$ cat src/rtl/sap1_controlador_sequenciador_if.sv
// rtl/sap1_controlador_sequenciador_if.sv - SAP-1 controller opcode/step inputs and control-word outputs
interface sap1_controlador_sequenciador_if;
  logic [3:0] ir_op;
  logic       manual;
  logic       step;
  logic [5:0] t_state;
  logic       cp;
  logic       ep;
  logic       lm;
  logic       ce;
  logic       li;
  logic       ei;
  logic       la;
  logic       ea;
  logic       su;
  logic       eu;
  logic       lb;
  logic       lo;
  logic       hlt;

  modport master (
    input  ir_op, manual, step,
    output t_state, cp, ep, lm, ce, li, ei, la, ea, su, eu, lb, lo, hlt
  );

  modport slave (
    output ir_op, manual, step,
    input  t_state, cp, ep, lm, ce, li, ei, la, ea, su, eu, lb, lo, hlt
  );
endinterface

$ cat src/rtl/sap1_controlador_sequenciador.sv
// rtl/sap1_controlador_sequenciador.sv - SAP-1 one-hot T-state ring and control-word decoder
module sap1_controlador_sequenciador #(
  parameter logic [3:0] OP_LDA    = 4'b0000,
  parameter logic [3:0] OP_ADD    = 4'b0001,
  parameter logic [3:0] OP_SUB    = 4'b0010,
  parameter logic [3:0] OP_OUT    = 4'b1110,
  parameter logic [3:0] OP_HLT    = 4'b1111,
  parameter bit         SKIP_IDLE = 1'b0
) (
  input  logic                                clk,
  input  logic                                clr_n,
  sap1_controlador_sequenciador_if.master     bus
);

  typedef enum logic [5:0] {
    T1 = 6'b000001,
    T2 = 6'b000010,
    T3 = 6'b000100,
    T4 = 6'b001000,
    T5 = 6'b010000,
    T6 = 6'b100000
  } tstate_e;

  tstate_e t_q, t_d;
  logic    halted_q, halted_d;
  logic    step_q;

  logic advance;
  logic is_lda, is_add, is_sub, is_out, is_hlt, is_mem;
  logic cp, ep, lm, ce, li, ei, la, ea, su, eu, lb, lo;

  assign is_lda = (bus.ir_op == OP_LDA);
  assign is_add = (bus.ir_op == OP_ADD);
  assign is_sub = (bus.ir_op == OP_SUB);
  assign is_out = (bus.ir_op == OP_OUT);
  assign is_hlt = (bus.ir_op == OP_HLT);
  assign is_mem = is_lda | is_add | is_sub;

  // In manual mode only the press edge advances, so a held button is one step.
  assign advance = bus.manual ? (bus.step & ~step_q) : 1'b1;

  always_ff @(posedge clk or negedge clr_n) begin
    if (!clr_n) begin
      t_q      <= T1;
      halted_q <= 1'b0;
      step_q   <= 1'b0;
    end else begin
      t_q      <= t_d;
      halted_q <= halted_d;
      step_q   <= bus.step;
    end
  end

  always_comb begin
    t_d      = t_q;
    halted_d = halted_q;
    cp = 1'b0; ep = 1'b0; lm = 1'b0; ce = 1'b0; li = 1'b0; ei = 1'b0;
    la = 1'b0; ea = 1'b0; su = 1'b0; eu = 1'b0; lb = 1'b0; lo = 1'b0;

    if (!halted_q && advance) begin
      unique case (t_q)
        T1: t_d = T2;
        T2: t_d = T3;
        T3: t_d = T4;
        T4: begin
          if (is_hlt)
            halted_d = 1'b1;
          else if (SKIP_IDLE && !is_mem)
            t_d = T1;
          else
            t_d = T5;
        end
        T5: t_d = T6;
        T6: t_d = T1;
        default: t_d = T1;
      endcase
    end

    // Gating on clr_n keeps the bus quiet while reset is held, not just after it.
    if (clr_n && !halted_q) begin
      unique case (t_q)
        T1: begin ep = 1'b1; lm = 1'b1; end
        T2: cp = 1'b1;
        T3: begin ce = 1'b1; li = 1'b1; end
        T4: begin
          if (is_mem) begin
            ei = 1'b1; lm = 1'b1;
          end else if (is_out) begin
            ea = 1'b1; lo = 1'b1;
          end
        end
        T5: begin
          if (is_lda) begin
            ce = 1'b1; la = 1'b1;
          end else if (is_add || is_sub) begin
            ce = 1'b1; lb = 1'b1;
          end
        end
        T6: begin
          if (is_add || is_sub) begin
            eu = 1'b1; la = 1'b1; su = is_sub;
          end
        end
        default: ;
      endcase
    end
  end

  assign bus.t_state = t_q;
  assign bus.hlt     = halted_q & clr_n;
  assign bus.cp      = cp;
  assign bus.ep      = ep;
  assign bus.lm      = lm;
  assign bus.ce      = ce;
  assign bus.li      = li;
  assign bus.ei      = ei;
  assign bus.la      = la;
  assign bus.ea      = ea;
  assign bus.su      = su;
  assign bus.eu      = eu;
  assign bus.lb      = lb;
  assign bus.lo      = lo;

endmodule

$ cat src/flat_wrapper.sv
// flat-port wrapper written by rule: the top's interface ports become plain ports
module sap1_controlador_sequenciador_flat 
#(
  parameter logic [3:0] OP_LDA    = 4'b0000,
  parameter logic [3:0] OP_ADD    = 4'b0001,
  parameter logic [3:0] OP_SUB    = 4'b0010,
  parameter logic [3:0] OP_OUT    = 4'b1110,
  parameter logic [3:0] OP_HLT    = 4'b1111,
  parameter bit         SKIP_IDLE = 1'b0
)
  (clk, clr_n, bus_ir_op, bus_manual, bus_step, bus_t_state, bus_cp, bus_ep, bus_lm, bus_ce, bus_li, bus_ei, bus_la, bus_ea, bus_su, bus_eu, bus_lb, bus_lo, bus_hlt);
  sap1_controlador_sequenciador_if bus_i ();
  input  logic clk;
  input  logic clr_n;
  input wire logic [$bits(bus_i.ir_op)-1:0] bus_ir_op;
  input wire logic [$bits(bus_i.manual)-1:0] bus_manual;
  input wire logic [$bits(bus_i.step)-1:0] bus_step;
  output wire logic [$bits(bus_i.t_state)-1:0] bus_t_state;
  output wire logic [$bits(bus_i.cp)-1:0] bus_cp;
  output wire logic [$bits(bus_i.ep)-1:0] bus_ep;
  output wire logic [$bits(bus_i.lm)-1:0] bus_lm;
  output wire logic [$bits(bus_i.ce)-1:0] bus_ce;
  output wire logic [$bits(bus_i.li)-1:0] bus_li;
  output wire logic [$bits(bus_i.ei)-1:0] bus_ei;
  output wire logic [$bits(bus_i.la)-1:0] bus_la;
  output wire logic [$bits(bus_i.ea)-1:0] bus_ea;
  output wire logic [$bits(bus_i.su)-1:0] bus_su;
  output wire logic [$bits(bus_i.eu)-1:0] bus_eu;
  output wire logic [$bits(bus_i.lb)-1:0] bus_lb;
  output wire logic [$bits(bus_i.lo)-1:0] bus_lo;
  output wire logic [$bits(bus_i.hlt)-1:0] bus_hlt;
  assign bus_i.ir_op = bus_ir_op;
  assign bus_i.manual = bus_manual;
  assign bus_i.step = bus_step;
  assign bus_t_state = bus_i.t_state;
  assign bus_cp = bus_i.cp;
  assign bus_ep = bus_i.ep;
  assign bus_lm = bus_i.lm;
  assign bus_ce = bus_i.ce;
  assign bus_li = bus_i.li;
  assign bus_ei = bus_i.ei;
  assign bus_la = bus_i.la;
  assign bus_ea = bus_i.ea;
  assign bus_su = bus_i.su;
  assign bus_eu = bus_i.eu;
  assign bus_lb = bus_i.lb;
  assign bus_lo = bus_i.lo;
  assign bus_hlt = bus_i.hlt;
  sap1_controlador_sequenciador #(.OP_LDA(OP_LDA), .OP_ADD(OP_ADD), .OP_SUB(OP_SUB), .OP_OUT(OP_OUT), .OP_HLT(OP_HLT), .SKIP_IDLE(SKIP_IDLE)) u_core (.clk(clk), .clr_n(clr_n), .bus(bus_i));
endmodule
$ cat config.mk
export PLATFORM = sky130hd
export DESIGN_NAME = sap1_controlador_sequenciador_flat
export DESIGN_NICKNAME = d
export VERILOG_FILES = /design/src/rtl/sap1_controlador_sequenciador_if.sv /design/src/rtl/sap1_controlador_sequenciador.sv /design/src/flat_wrapper.sv
export SDC_FILE = /design/constraint.sdc
export NUM_CORES = 1
export LEC_CHECK = 0
export CORE_MARGIN = 8
export CORE_UTILIZATION = 30
export DETAILED_ROUTE_END_ITERATION = 7
export HOLD_SLACK_MARGIN = 0.15
export PLACE_DENSITY = 0.62
export SYNTH_ARGS = -nofsm -noshare
export SYNTH_HDL_FRONTEND = slang
export SYNTH_SLANG_ARGS = --single-unit
$ cat constraint.sdc
create_clock -name clk -period 6.1 [get_ports clk]
set_clock_uncertainty 0.15 [all_clocks]
set_input_delay 1.83 -clock clk [delete_from_list [all_inputs] [get_ports clk]]
set_output_delay 1.83 -clock clk [all_outputs]
set_load 0.01 [all_outputs]
==> results by group <==
Run status
  • Run status: complete, no violations

STA
  • Final setup margin: ~0.44 ns
  • Final Critical Period: 5.66 ns
  • TNS Setup: 0 ns
  • Highest clock rate: ~180 MHz
  • Slew HR: between 60 and 70%
  • Final critical-path share of the clock period: 92.8%
  • Final number of max-transition violations: 0
  • Worst-Margin Slew: 0.456 ns
  • RSZ-0062 raised after global routing: false
  • Final setup vio count: 0
  • Fin. Hold Viols: 0

Drt
  • Wirelength per Cell: 14.8 um
  • 1st-pass router iterations: 4
  • Final ANT Viol Nets: 0
  • Starting DRC count in detailed routing: 16
  • DRC Markers: 0
  • Via/cell ratio: between 5 and 6
  • Routed vias: 609
  • Total wire length: around 1800 um

Floorplan
  • Core ar.: 1940 um^2
  • Die Wd: approximately 60 um
  • Die area: 3760 um^2
  • Die Ht: 61.3 um
  • Initial core utilization: between 30% and 40%
  • Row cnt: 16
  • I/O pin cnt: 27

Pwr
  • Clock Power Share: a little under a fifth
  • Logic pwr share: between 40% and 50%
  • Pwr Density: between 200 and 300 nW/um^2
  • Leak pwr: 0.393 nW
  • Overall Power: around 0.25 mW
  • Sequential share of power: 37.3%
  • Worst VDD drop: roughly 0.18 mV
  • Switching portion of total power: just under 40%
  • Pint: around 0.15 mW
  • Switch Pwr: 0.0959 mW

Clock tree
  • Post-CTS Resized: 0
  • Setup bufs post-CTS: 0
  • CTS tree: built
  • Num CTS Buffers: 3
  • Clock Pin Slew Worst Setup and Hold Paths: 0.06 ns
  • Clk buf depth: 2
  • H-tree levels: 1
  • Clk Latency, worst-skew pair: roughly 0.26 ns
  • Hold-fix buffers, CTS: 0
  • Root buffer cell: clkbuf_4
  • Clock sinks: 8

Final layout
  • Area added between synthesis and finish: 49.5%
  • Design area: 922 um^2
  • # fillers: 200
  • Layout Nets: 103
  • N_diodes: 0
  • Layout cell share with drive strength beyond 1: around a tenth
  • Most common cell after layout, fill and taps aside: clkdlybuf4s50_1
  • Most frequent cells in the layout: 26 x clkdlybuf4s50_1, 7 x dfrtp_1, 6 x nor2_1

GRT
  • Number of global-route vias before repair: 660
  • GRT Util Overall: 10.5%
  • Met3 Usage GRT: 4.59%
  • Met2 GRT Util: 18.7%
  • Largest net degree at the start of global routing: 14
  • Initial antenna violation count: 0
  • Grt met1 use: 11.0%
  • Most Crowded Layer GR: met2
  • Gr ovfl total: 0
  • First-pass GRT wire length: 2950 um

Placement
  • Port Buffer Count: 26
  • Setup WS pre-CTS: 0.452 ns
  • DP Area: 896 um^2
  • GPL Wtd Cong: 0.807
  • HPWL after DPL: 1430 um

Critical path
  • Worst endpoint required time: 4.12 ns
  • Crit Path Max Fanout: 6
  • WP data arrival: 3.68 ns
  • CP Class: in -> out
  • CP endpoint kind: output pin
  • CP startpoint kind: input port

Logic synthesis
  • Synth top area share: 28.4%
  • Post-synth EDFFs: 0
  • Sequential area share after synthesis: 32.7%
  • Synth Warn #: 0
  • Post-synth cell types: 36
  • Main synth FF type: dfrtp_1
  • Synthesized flop and latch total: 8
  • Syn_area_per_cell: 9.35 um^2
  • Synth area leader: dfrtp_1
  • Async S/R FF share, synth: 100%
  • Cell area after synthesis: 617 um^2
  • Mapped Nets: 74
  • Synth top area cells: dfrtp_1 28%, mux2i_1 4.9%, mux2_4 4.9%
  • Synth Instances: 66

Worst hold path
  • Hold Crit Class: reg -> reg

Run
  • # Max-Cap Violations: 0
power groups by stage:
stage	clock network (mW)	logic, mW	registers [mW]
floorplan	0	0.0635	0.0897
global placement	0	0.109	0.0923
detailed placement	0	0.111	0.0931
CTS	0.0471	0.112	0.0923
global route	0.0489	0.120	0.0964
finish	0.0450	0.110	0.0923
Yosys cell counts (2+ instances only):
cell and n:
nand3_1 3, nand2b_1 3, mux2i_1 3, nor2_1 6, nor3_1 4, inv_1 3, or2_1 2, nor4_1 3
a21oi_1 3, dfrtp_1 7, mux2_4 2, nand2_1 3
logic make-up (layout without fill, tap and decap cells):
family / after synthesis / in the layout / synth area share [%]
and+or+nand+nor: 34 / 34 / 36.1
AOI/OAI and AO/OA: 11 / 11 / 13.2
DFF: 8 / 8 / 32.7
buffers and inverters: 6 / 34 / 5.48
muxes: 5 / 5 / 9.74
xor gates and xnor gates: 2 / 2 / 2.84
per-layer routing:
layer | part of all wire (%) | vias up
met3 | 6.0 | 2
met1 | 41 | 295
met5 | 0 | -
met2 | 52 | 13
met4 | 0.84 | 0
li1 | - | 299
final cells by class:
class                           instances  area, um^2  area share [%]
Clock buffer                            4        26.3            2.85
Tap cell                               27        33.8            3.66
Inverter                                3        11.3            1.22
Multi-Input combinational cell         52         382            41.4
Timing Repair Buffer                   27         268            29.0
Sequential cell                         8         201            21.8
flip-flops by register name, indices dropped and copies added, names as in the netlist:
name                cells
u_core.bus.t_state      6
u_core.halted_q         1
u_core.step_q           1
through the flow:
step | instances | util (%) | hold WS [ns]
floorplan | 66 | - | 0.312
CTS | 121 | 47.5 | 0.394
global route | 121 | 47.5 | 0.419
finish | 121 | 47.5 | 0.392
detailed placement | 117 | 46.1 | 0.378
global placement | 117 | 46.1 | 0.350
worst paths after layout:
path / from / end / slack, ns / depth (start not counted)
max: clr_n / bus_lm / 0.44 / 6
min: u_core.halted_q / u_core.halted_q / 0.39 / 1
max reg2reg: u_core.bus.t_state[4] / u_core.bus.t_state[2] / 4.13 / 4
min reg2reg: u_core.halted_q / u_core.halted_q / 0.39 / 1
max in group asynchronous: clr_n / u_core.bus.t_state[0] / 3.85 / 2
min in group asynchronous: clr_n / u_core.step_q / 1.72 / 2
critical path, cell delays in order:
cell and delay, ns:
clkdlybuf4s50_1 0.47, nand2b_1 0.13, nor3_1 0.35, nand2_1 0.16, o22ai_1 0.17, clkdlybuf4s50_1 0.56
No activity file was read; power rests on OpenSTA's default activity.
